## config.mk

```make
export PLATFORM = sky130hd
export DESIGN_NAME = load_store_unit
export DESIGN_NICKNAME = d
export VERILOG_FILES = /design/src/rtl/load_store_unit_pkg.sv /design/src/rtl/load_store_unit_load_extend.sv /design/src/rtl/load_store_unit.sv
export SDC_FILE = /design/constraint.sdc
export NUM_CORES = 1
export LEC_CHECK = 0
export CAP_MARGIN = 20
export CORE_MARGIN = 10
export CORE_UTILIZATION = 45
export CTS_CLUSTER_DIAMETER = 40
export DETAILED_ROUTE_END_ITERATION = 16
export HOLD_SLACK_MARGIN = 0.02
export PLACE_DENSITY = 0.83
export SETUP_SLACK_MARGIN = 0.15
export SYNTH_ARGS = -nofsm -noshare
export SYNTH_HDL_FRONTEND = slang
export SYNTH_SLANG_ARGS = --single-unit
```

## constraint.sdc

```tcl
create_clock -name clk -period 3.7 [get_ports clk]
set_clock_uncertainty 0.15 [all_clocks]
set_input_delay 0.74 -clock clk [delete_from_list [all_inputs] [get_ports clk]]
set_output_delay 0.74 -clock clk [all_outputs]
set_load 0.005 [all_outputs]
```

## src/rtl/load_store_unit_pkg.sv

```systemverilog
// Shared encodings and lane helpers for the load/store unit.
package load_store_unit_pkg;

  localparam logic [1:0] SZ_BYTE = 2'd0;
  localparam logic [1:0] SZ_HALF = 2'd1;
  localparam logic [1:0] SZ_WORD = 2'd2;

  typedef enum logic [1:0] {
    IDLE   = 2'd0,
    ACCESS = 2'd1,
    RESP   = 2'd2
  } lsu_state_e;

  function automatic logic is_misaligned(input logic [1:0] size, input logic [1:0] off);
    logic bad;
    case (size)
      SZ_BYTE: bad = 1'b0;
      SZ_HALF: bad = off[0];
      SZ_WORD: bad = (off != 2'b00);
      default: bad = 1'b1;
    endcase
    return bad;
  endfunction

  function automatic logic [3:0] byte_mask(input logic [1:0] size, input logic [1:0] off);
    logic [3:0] be;
    case (size)
      SZ_BYTE: be = 4'b0001 << off;
      SZ_HALF: be = off[1] ? 4'b1100 : 4'b0011;
      SZ_WORD: be = 4'b1111;
      default: be = 4'b0000;
    endcase
    return be;
  endfunction

  function automatic logic [31:0] replicate(input logic [1:0] size, input logic [31:0] wdata);
    logic [31:0] wd;
    case (size)
      SZ_BYTE: wd = {4{wdata[7:0]}};
      SZ_HALF: wd = {2{wdata[15:0]}};
      SZ_WORD: wd = wdata;
      default: wd = 32'd0;
    endcase
    return wd;
  endfunction

endpackage

```

## src/rtl/load_store_unit_load_extend.sv

```systemverilog
// Selects the addressed lane of a read word and sign/zero-extends it to 32 bits.
module load_extend
  import load_store_unit_pkg::*;
(
  input  logic [31:0] rdata_i,
  input  logic [1:0]  off_i,
  input  logic [1:0]  size_i,
  input  logic        signed_i,
  output logic [31:0] data_o
);

  logic [31:0] lane_s;

  assign lane_s = rdata_i >> {off_i, 3'b000};

  // Extend the selected lane according to access size
  always_comb begin
    data_o = 32'd0;
    case (size_i)
      SZ_BYTE: data_o = {{24{signed_i & lane_s[7]}}, lane_s[7:0]};
      SZ_HALF: data_o = {{16{signed_i & lane_s[15]}}, lane_s[15:0]};
      SZ_WORD: data_o = rdata_i;
      default: data_o = 32'd0;
    endcase
  end

endmodule

```

## src/rtl/load_store_unit.sv

```systemverilog
// Single-outstanding load/store unit: captures a CPU request, issues one memory
// access with a bounded wait for ack, and returns a one-cycle response.
module load_store_unit
  import load_store_unit_pkg::*;
#(
  parameter int TIMEOUT = 255
) (
  input  logic        clk,
  input  logic        clr_n,
  input  logic        req_valid,
  output logic        req_ready,
  input  logic        req_write,
  input  logic [1:0]  req_size,
  input  logic        req_signed,
  input  logic [31:0] req_addr,
  input  logic [31:0] req_wdata,
  output logic        resp_valid,
  output logic [31:0] resp_rdata,
  output logic        resp_err,
  output logic        stall,
  output logic        mem_en,
  output logic        mem_we,
  output logic [3:0]  mem_be,
  output logic [31:0] mem_addr,
  output logic [31:0] mem_wdata,
  input  logic [31:0] mem_rdata,
  input  logic        mem_ack
);

  localparam logic [7:0] TO_LAST = 8'(TIMEOUT - 1);

  lsu_state_e  state_q;
  logic        write_q;
  logic [1:0]  size_q;
  logic        signed_q;
  logic [31:0] addr_q;
  logic [31:0] wdata_q;
  logic [3:0]  be_q;
  logic [7:0]  cnt_q;
  logic [31:0] rdata_q;
  logic        err_q;
  logic        ready_q;
  logic        stall_q;
  logic        en_q;
  logic        we_q;
  logic        rvalid_q;
  logic [31:0] ext_s;

  load_extend u_extend (
    .rdata_i  (mem_rdata),
    .off_i    (addr_q[1:0]),
    .size_i   (size_q),
    .signed_i (signed_q),
    .data_o   (ext_s)
  );

  // Request FSM; every output is a flop updated alongside the state
  always_ff @(posedge clk) begin
    if (!clr_n) begin
      state_q  <= IDLE;
      write_q  <= 1'b0;
      size_q   <= 2'd0;
      signed_q <= 1'b0;
      addr_q   <= 32'd0;
      wdata_q  <= 32'd0;
      be_q     <= 4'd0;
      cnt_q    <= 8'd0;
      rdata_q  <= 32'd0;
      err_q    <= 1'b0;
      ready_q  <= 1'b1;
      stall_q  <= 1'b0;
      en_q     <= 1'b0;
      we_q     <= 1'b0;
      rvalid_q <= 1'b0;
    end else begin
      case (state_q)
        IDLE: begin
          if (req_valid) begin
            write_q  <= req_write;
            size_q   <= req_size;
            signed_q <= req_signed;
            addr_q   <= req_addr;
            wdata_q  <= replicate(req_size, req_wdata);
            be_q     <= byte_mask(req_size, req_addr[1:0]);
            cnt_q    <= 8'd0;
            ready_q  <= 1'b0;
            stall_q  <= 1'b1;
            if (is_misaligned(req_size, req_addr[1:0])) begin
              state_q  <= RESP;
              rvalid_q <= 1'b1;
              err_q    <= 1'b1;
            end else begin
              state_q <= ACCESS;
              en_q    <= 1'b1;
              we_q    <= req_write;
            end
          end
        end
        ACCESS: begin
          // An ack in the final allowed cycle still completes normally
          if (mem_ack) begin
            state_q  <= RESP;
            en_q     <= 1'b0;
            we_q     <= 1'b0;
            rvalid_q <= 1'b1;
            rdata_q  <= write_q ? 32'd0 : ext_s;
            err_q    <= 1'b0;
          end else if (cnt_q == TO_LAST) begin
            state_q  <= RESP;
            en_q     <= 1'b0;
            we_q     <= 1'b0;
            rvalid_q <= 1'b1;
            rdata_q  <= 32'd0;
            err_q    <= 1'b1;
          end else begin
            cnt_q <= cnt_q + 8'd1;
          end
        end
        RESP: begin
          state_q  <= IDLE;
          rvalid_q <= 1'b0;
          rdata_q  <= 32'd0;
          err_q    <= 1'b0;
          stall_q  <= 1'b0;
          ready_q  <= 1'b1;
        end
        default: begin
          state_q  <= IDLE;
          en_q     <= 1'b0;
          we_q     <= 1'b0;
          rvalid_q <= 1'b0;
          rdata_q  <= 32'd0;
          err_q    <= 1'b0;
          stall_q  <= 1'b0;
          ready_q  <= 1'b1;
        end
      endcase
    end
  end

  assign req_ready  = ready_q;
  assign stall      = stall_q;
  assign resp_valid = rvalid_q;
  assign resp_rdata = rdata_q;
  assign resp_err   = err_q;
  assign mem_en     = en_q;
  assign mem_we     = we_q;
  assign mem_be     = be_q;
  assign mem_addr   = {addr_q[31:2], 2'b00};
  assign mem_wdata  = wdata_q;

endmodule

```

==> results.txt, run 1 <==
status: complete, no violations
Crit Path Class: primary input to flop
CTS tree: built
Slew HR: 29.1%
CP peak stage delay: 0.61 ns
fill count: 896
Reg2Reg Depth: 5
final RePlAce weighted congestion: 0.895
antenna violations before repair: 0
Crit-path slowest cell: or4_4
post_cts resized: 0
fin nets: 867
Vias/cell: 5.54
routed via count: 5,080
Worst Max-Slew Pin Slew: 1.06 ns
Power Dens Cells: 472 nW/um^2
setup TNS: 0 ns
critical path's top delay family: buffers and inverters
Buffers & Inverters on Critical Path: 2
Hold Path Class: flop to flop
DR DRC count: 0
Period minus WS final: 2.64 ns
HP Start: req_ready$_SDFFE_PN1P_
WHS Endpoint: req_ready$_SDFFE_PN1P_
CP startpoint kind: primary input
Clock Path Buffers: 2
Hold Crit Depth: 2
flops & latches, synth: 120
clk slew on worst S/H paths: 0.05 ns
syn avg cell area: 8.74 sq um
Total Routed Length: 17,500 microns
commonest non-fill, non-tap cell in the layout: clkdlybuf4s50_1
Worst setup EP type: flop
Post-CTS Setup Bufs: 0
Cells after Synth: 597
synth warn: 0
wire per inst: 19.1 microns
Final Setup Violations: 0
RSZ-0062 raised after global routing: no
Crit Reg-Reg Endpoint: resp_rdata[21]$_SDFFE_PN0P_
Synth Flop Type: dfxtp_1
Clk Latency, worst-skew pair: 0.40 ns
GRT Residual Overflow: 0
Port Buffers: 207
root buffer cell: clkbuf_16
total track usage: 20.6%
r2r startpoint: addr_q[1]$_SDFFE_PN0P_
fin crit share: 71.3%
Post-Place Worst Slack: 0.660 ns
vias in the first global route: 5,161
WHS: 0.299 ns
CTS Buf Count: 17
global-route wire length before repair: 27,200 microns
commonest cells after routing, fill and taps aside: 207 x clkdlybuf4s50_1, 120 x dfxtp_1, 108 x nand2_1
crit path max fanout: 10
Post-synth ARST share: 0%
die area: 16,300 sq um
Arr. time, crit path: 2.84 ns
max_cap viols: 0
CTS sink count: 120
I/O pin cnt: 210
Peak VDD IR: 0.322 mV
final hold vios: 0
P_leak: 2.86 nW
row count: 39
Initial DRC Count: 320
HPWL after DPL: 13,000 microns
critical path required time: 3.90 ns
EDFF count, synth: 0
placed instance area: 7130 sq um
largest net degree at the start of global routing: 64
drt pass-1 iters: 5
Design Power: 3.65 mW
Fmax: 0.379 GHz
final cell area excluding filler cells: 7740 sq um
final worst setup slack: 1.06 ns
Final ANT Viol Nets: 0
fin. max-slew vios: 0
Die W: 128 microns
Synth Cell Area: 5220 sq um
hold buffers post-CTS: 0
Crit path depth: 6
Area Growth Syn to Fin: 48.3%
die height: 128 microns
post-synth cell types: 51
r2r setup slk: 1.23 ns
core area: 11,400 sq um
crit-path cells: clkdlybuf4s50_1 > nand2_1 > or4_4 > a2111oi_4 > buf_4 > a221o_2
diode count: 0
share of cells above drive strength 1: 8.40%
htree depth: 4
Seq/Total Area, Yosys: 46.0%
Initial Util: 45.9%
## worst register-to-register path: cells and delay by family (launching register included)
family	cells	cell delay, ns
buffers and inverters	1	0.20
muxes	1	0.43
DFF	1	0.77
AOI/OAI and AO/OA	3	0.81
## report_power, final
group | switching [mW] | leakage, nW | internal [mW]
clock network | 0.570 | 0.306 | 1.12
logic | 0.240 | 1.57 | 0.296
registers | 0.0556 | 0.982 | 1.37
## cells by family (layout without fill, tap and decap cells)
family	count (synthesis)	count (layout)	synth area share, %
and+or+nand+nor	188	188	16.5
AOI/OAI and AO/OA	181	181	23.9
DFF	120	120	46.0
buffers and inverters	86	262	8.89
muxes	18	18	3.91
adders and majority gates	2	2	0.479
other	1	2	0.0719
xor gates and xnor gates	1	1	0.168
## metrics by stage
stage,cells,utilization [%]
final,917,68.1
after global routing,917,68.1
after CTS,917,68.1
after detailed placement,885,62.7
after global placement,885,62.7
after floorplan,598,-
## routing by layer
metal	vias to the layer above	wire [microns]	GRT usage [%]
met1	2366	6800	23.0
met3	28	2210	10.5
met5	-	0	0
met4	0	403	8.74
met2	260	8140	32.5
li1	2426	-	-
## state kept, by name, summed over array words and instances, names as in the netlist
name and flops:
state_q 2, req_ready 1, signed_q 1, stall 1, mem_en 1, write_q 1, mem_we 1, mem_wdata 32
addr_q 32, resp_err 1, mem_be 4, resp_rdata 32, size_q 2, resp_valid 1, cnt_q 8
## how the worst max path moves through the flow
stage                                  end  slack, ns  startpoint
2_1_floorplan  resp_rdata[21]$_SDFFE_PN0P_       1.40       clr_n
3_3_place_gp   resp_rdata[27]$_SDFFE_PN0P_       0.72     mem_ack
3_5_place_dp   resp_rdata[21]$_SDFFE_PN0P_       0.66     mem_ack
4_1_cts        resp_rdata[24]$_SDFFE_PN0P_       1.08     mem_ack
5_1_grt        resp_rdata[30]$_SDFFE_PN0P_       0.92     mem_ack
6_report       resp_rdata[21]$_SDFFE_PN0P_       1.06     mem_ack
## cell type report
type	instances	area (sq um)	area share (%)
multi-input combinational	392	2360	30.4
sequential	120	2400	31.0
clock inverter	9	120	1.55
timing repair buffer	216	2140	27.7
inverter	14	52.6	0.679
tap	143	179	2.31
clock buffer	23	488	6.31
## Yosys cell counts (5+ instances only)
library cell  count  share of area [%]
nand2b_1          5               0.60
o211ai_1         10                1.4
nor2b_1           8               0.96
a221oi_1          9                1.5
nor3_1           11                1.1
o2bb2ai_1         6                1.0
buf_4            32                4.6
mux2i_1           8                1.5
a22o_1           10                1.7
clkbuf_1         33                2.4
or3_1             5               0.60
mux2_2            9                1.9
inv_1            12               0.86
a221o_1          20                3.8
nand2_1         108                7.8
nor2_1           22                1.6
nand3_1           7               0.67
dfxtp_1         120                 46
a21oi_1          76                7.3
buf_2             5               0.48
o21ai_0          26                2.5
and2_1            8               0.96
a221o_2          10                2.2
No activity file was read; power rests on OpenSTA's default activity.
==> run 2, diff against run 1 <==
CORE_UTILIZATION = 43   (was 45)
PLACE_DENSITY = 0.8   (was 0.83)
clock period = 2.5 ns   (was 3.7 ns; I/O delays follow)
==> run 2 against run 1 <==
Effect of this change:
- die area rose by 3.9%
- via count rose by 1.6%
- first-iteration DRC count rose by 41%
- clock power rose by 45%
- sequential share of layout area fell by 0.68 points
- worst hold slack barely moved
- non-clock buffer count rose by 18
- final cell count rose by 2.4%
- setup slack got worse by 0.78 ns
- highest routed layer unchanged
==> results.txt, run 2 (synthesis results as in run 1) <==
clk slew on worst S/H paths: 0.05 ns
Area Growth Syn to Fin: 51.6%
Initial DRC Count: 451
root buffer cell: clkbuf_16
drt pass-1 iters: 5
Vias/cell: 5.50
I/O pin cnt: 210
Slew HR: 44.1%
Worst Max-Slew Pin Slew: 0.835 ns
P_leak: 2.94 nW
DR DRC count: 0
Net Sw Power: 1.29 mW
Final ANT Viol Nets: 0
Peak VDD IR: 0.515 mV
Arr. time, crit path: 2.42 ns
GRT Residual Overflow: 0
final cell area excluding filler cells: 7910 sq um
Total Routed Length: 18,000 microns
diode count: 0
Reg2Reg Depth: 5
total track usage: 21.1%
global-route wire length before repair: 28,400 microns
Initial Util: 43.6%
Period minus WS final: 2.22 ns
antenna violations before repair: 0
Crit Path Class: primary input to flop
CTS sink count: 120
fin. max-slew vios: 0
critical path required time: 2.70 ns
CP startpoint kind: primary input
routed via count: 5,162
placed instance area: 7300 sq um
status: complete, no violations
commonest non-fill, non-tap cell in the layout: clkdlybuf4s50_1
fin crit share: 88.7%
switch share: 23.9%
Power Internal: 4.10 mW
largest net degree at the start of global routing: 47
vias in the first global route: 5,451
Clk Latency, worst-skew pair: 0.41 ns
row count: 40
Sequential Power Share: 38.8%
Clock Path Buffers: 2
max_cap viols: 0
RSZ-0062 raised after global routing: no
Fmax: 0.451 GHz
fin nets: 885
final RePlAce weighted congestion: 0.829
CTS tree: built
Final Setup Violations: 0
final hold vios: 0
htree depth: 4
wire per inst: 19.2 microns
Hold Crit Depth: 2
setup TNS: 0 ns
commonest cells after routing, fill and taps aside: 207 x clkdlybuf4s50_1, 120 x dfxtp_1, 108 x nand2_1
Power Dens Cells: 681 nW/um^2
die area: 16,900 sq um
Port Buffers: 207
core area: 12,000 sq um
HPWL after DPL: 13,400 microns
Hold Path Class: flop to flop
CTS Buf Count: 17
clock power share: 45.5%
Die W: 130 microns
die height: 130 microns
Comb pwr share: 15.7%
crit path max fanout: 9
Worst setup EP type: flop
share of cells above drive strength 1: 10.2%
post_cts resized: 0
[run 2: changes by cell type in the layout (fill, tap and decap cells not counted), sizes merged]
cell,before,now
clkinvlp,0,1
clkinv,8,7
buf,9,27
[run 2: timing repair]
| item | in CTS | in global routing |
|---|---|---|
| endpoints found under the setup margin | 2 | 0 |
| setup buffers | 1 | 0 |
| hold buffers | 0 | 0 |
| endpoints found under the hold margin | 0 | 0 |
[run 2: power groups by stage]
stage | combinational [mW] | clock [mW] | sequential [mW]
floorplan | 0.372 | 0 | 2.12
global placement | 0.826 | 0 | 2.12
detailed placement | 0.840 | 0 | 2.13
CTS | 0.848 | 2.49 | 2.09
global route | 0.920 | 2.57 | 2.10
finish | 0.844 | 2.45 | 2.09
[run 2: path summary, 6_finish.rpt]
kind,to,from,slack (ns)
worst min-delay path,mem_en$_SDFFE_PN0P_,mem_en$_SDFFE_PN0P_,0.30
worst max register to register,resp_rdata[22]$_SDFFE_PN0P_,addr_q[1]$_SDFFE_PN0P_,0.29
worst max-delay path,resp_rdata[13]$_SDFFE_PN0P_,mem_ack,0.28
worst min register to register,mem_en$_SDFFE_PN0P_,mem_en$_SDFFE_PN0P_,0.30
[run 2: stage by stage]
| stage | cells | hold WS [ns] | util (%) | setup slack, ns | power (mW) |
|---|---|---|---|---|---|
| after floorplan | 598 | 0.287 | - | 0.445 | 2.49 |
| after global placement | 906 | 0.287 | 61.0 | -0.254 | 2.95 |
| after detailed placement | 906 | 0.293 | 61.0 | -0.280 | 2.97 |
| after CTS | 939 | 0.299 | 66.1 | 0.278 | 5.42 |
| after global routing | 939 | 0.325 | 66.1 | 0.200 | 5.59 |
| final | 939 | 0.299 | 66.1 | 0.282 | 5.39 |
[run 2: layout make-up]
class	count	area [sq um]
clock buffer	23	468
clock inverter	9	123
fill	967	4050
inverter	14	52.6
multi-input combinational	392	2360
sequential	120	2400
tap	147	184
timing repair buffer	234	2320
[run 2: worst max-delay path, cell delays in order]
cell and delay (ns):
clkdlybuf4s50_1 0.50, nand2_1 0.08, or4_4 0.52, buf_4 0.19, nor2_1 0.40, a221o_1 0.23
[run 2: layer usage]
metal  up-vias  part of all wire, %  GRT usage (%)
li1       2459                    -              -
met1      2453                   39           22.5
met2       235                   46           34.3
met3        15                   14           12.3
met4         0                  1.1           6.75
met5         -                    0              0
==> run 3, diff against run 2 <==
ABC_CLOCK_PERIOD_IN_PS = 2500   (was default)
==> results of run 3 <==
Final layout, timing and power as in run 2 (identical DEF).
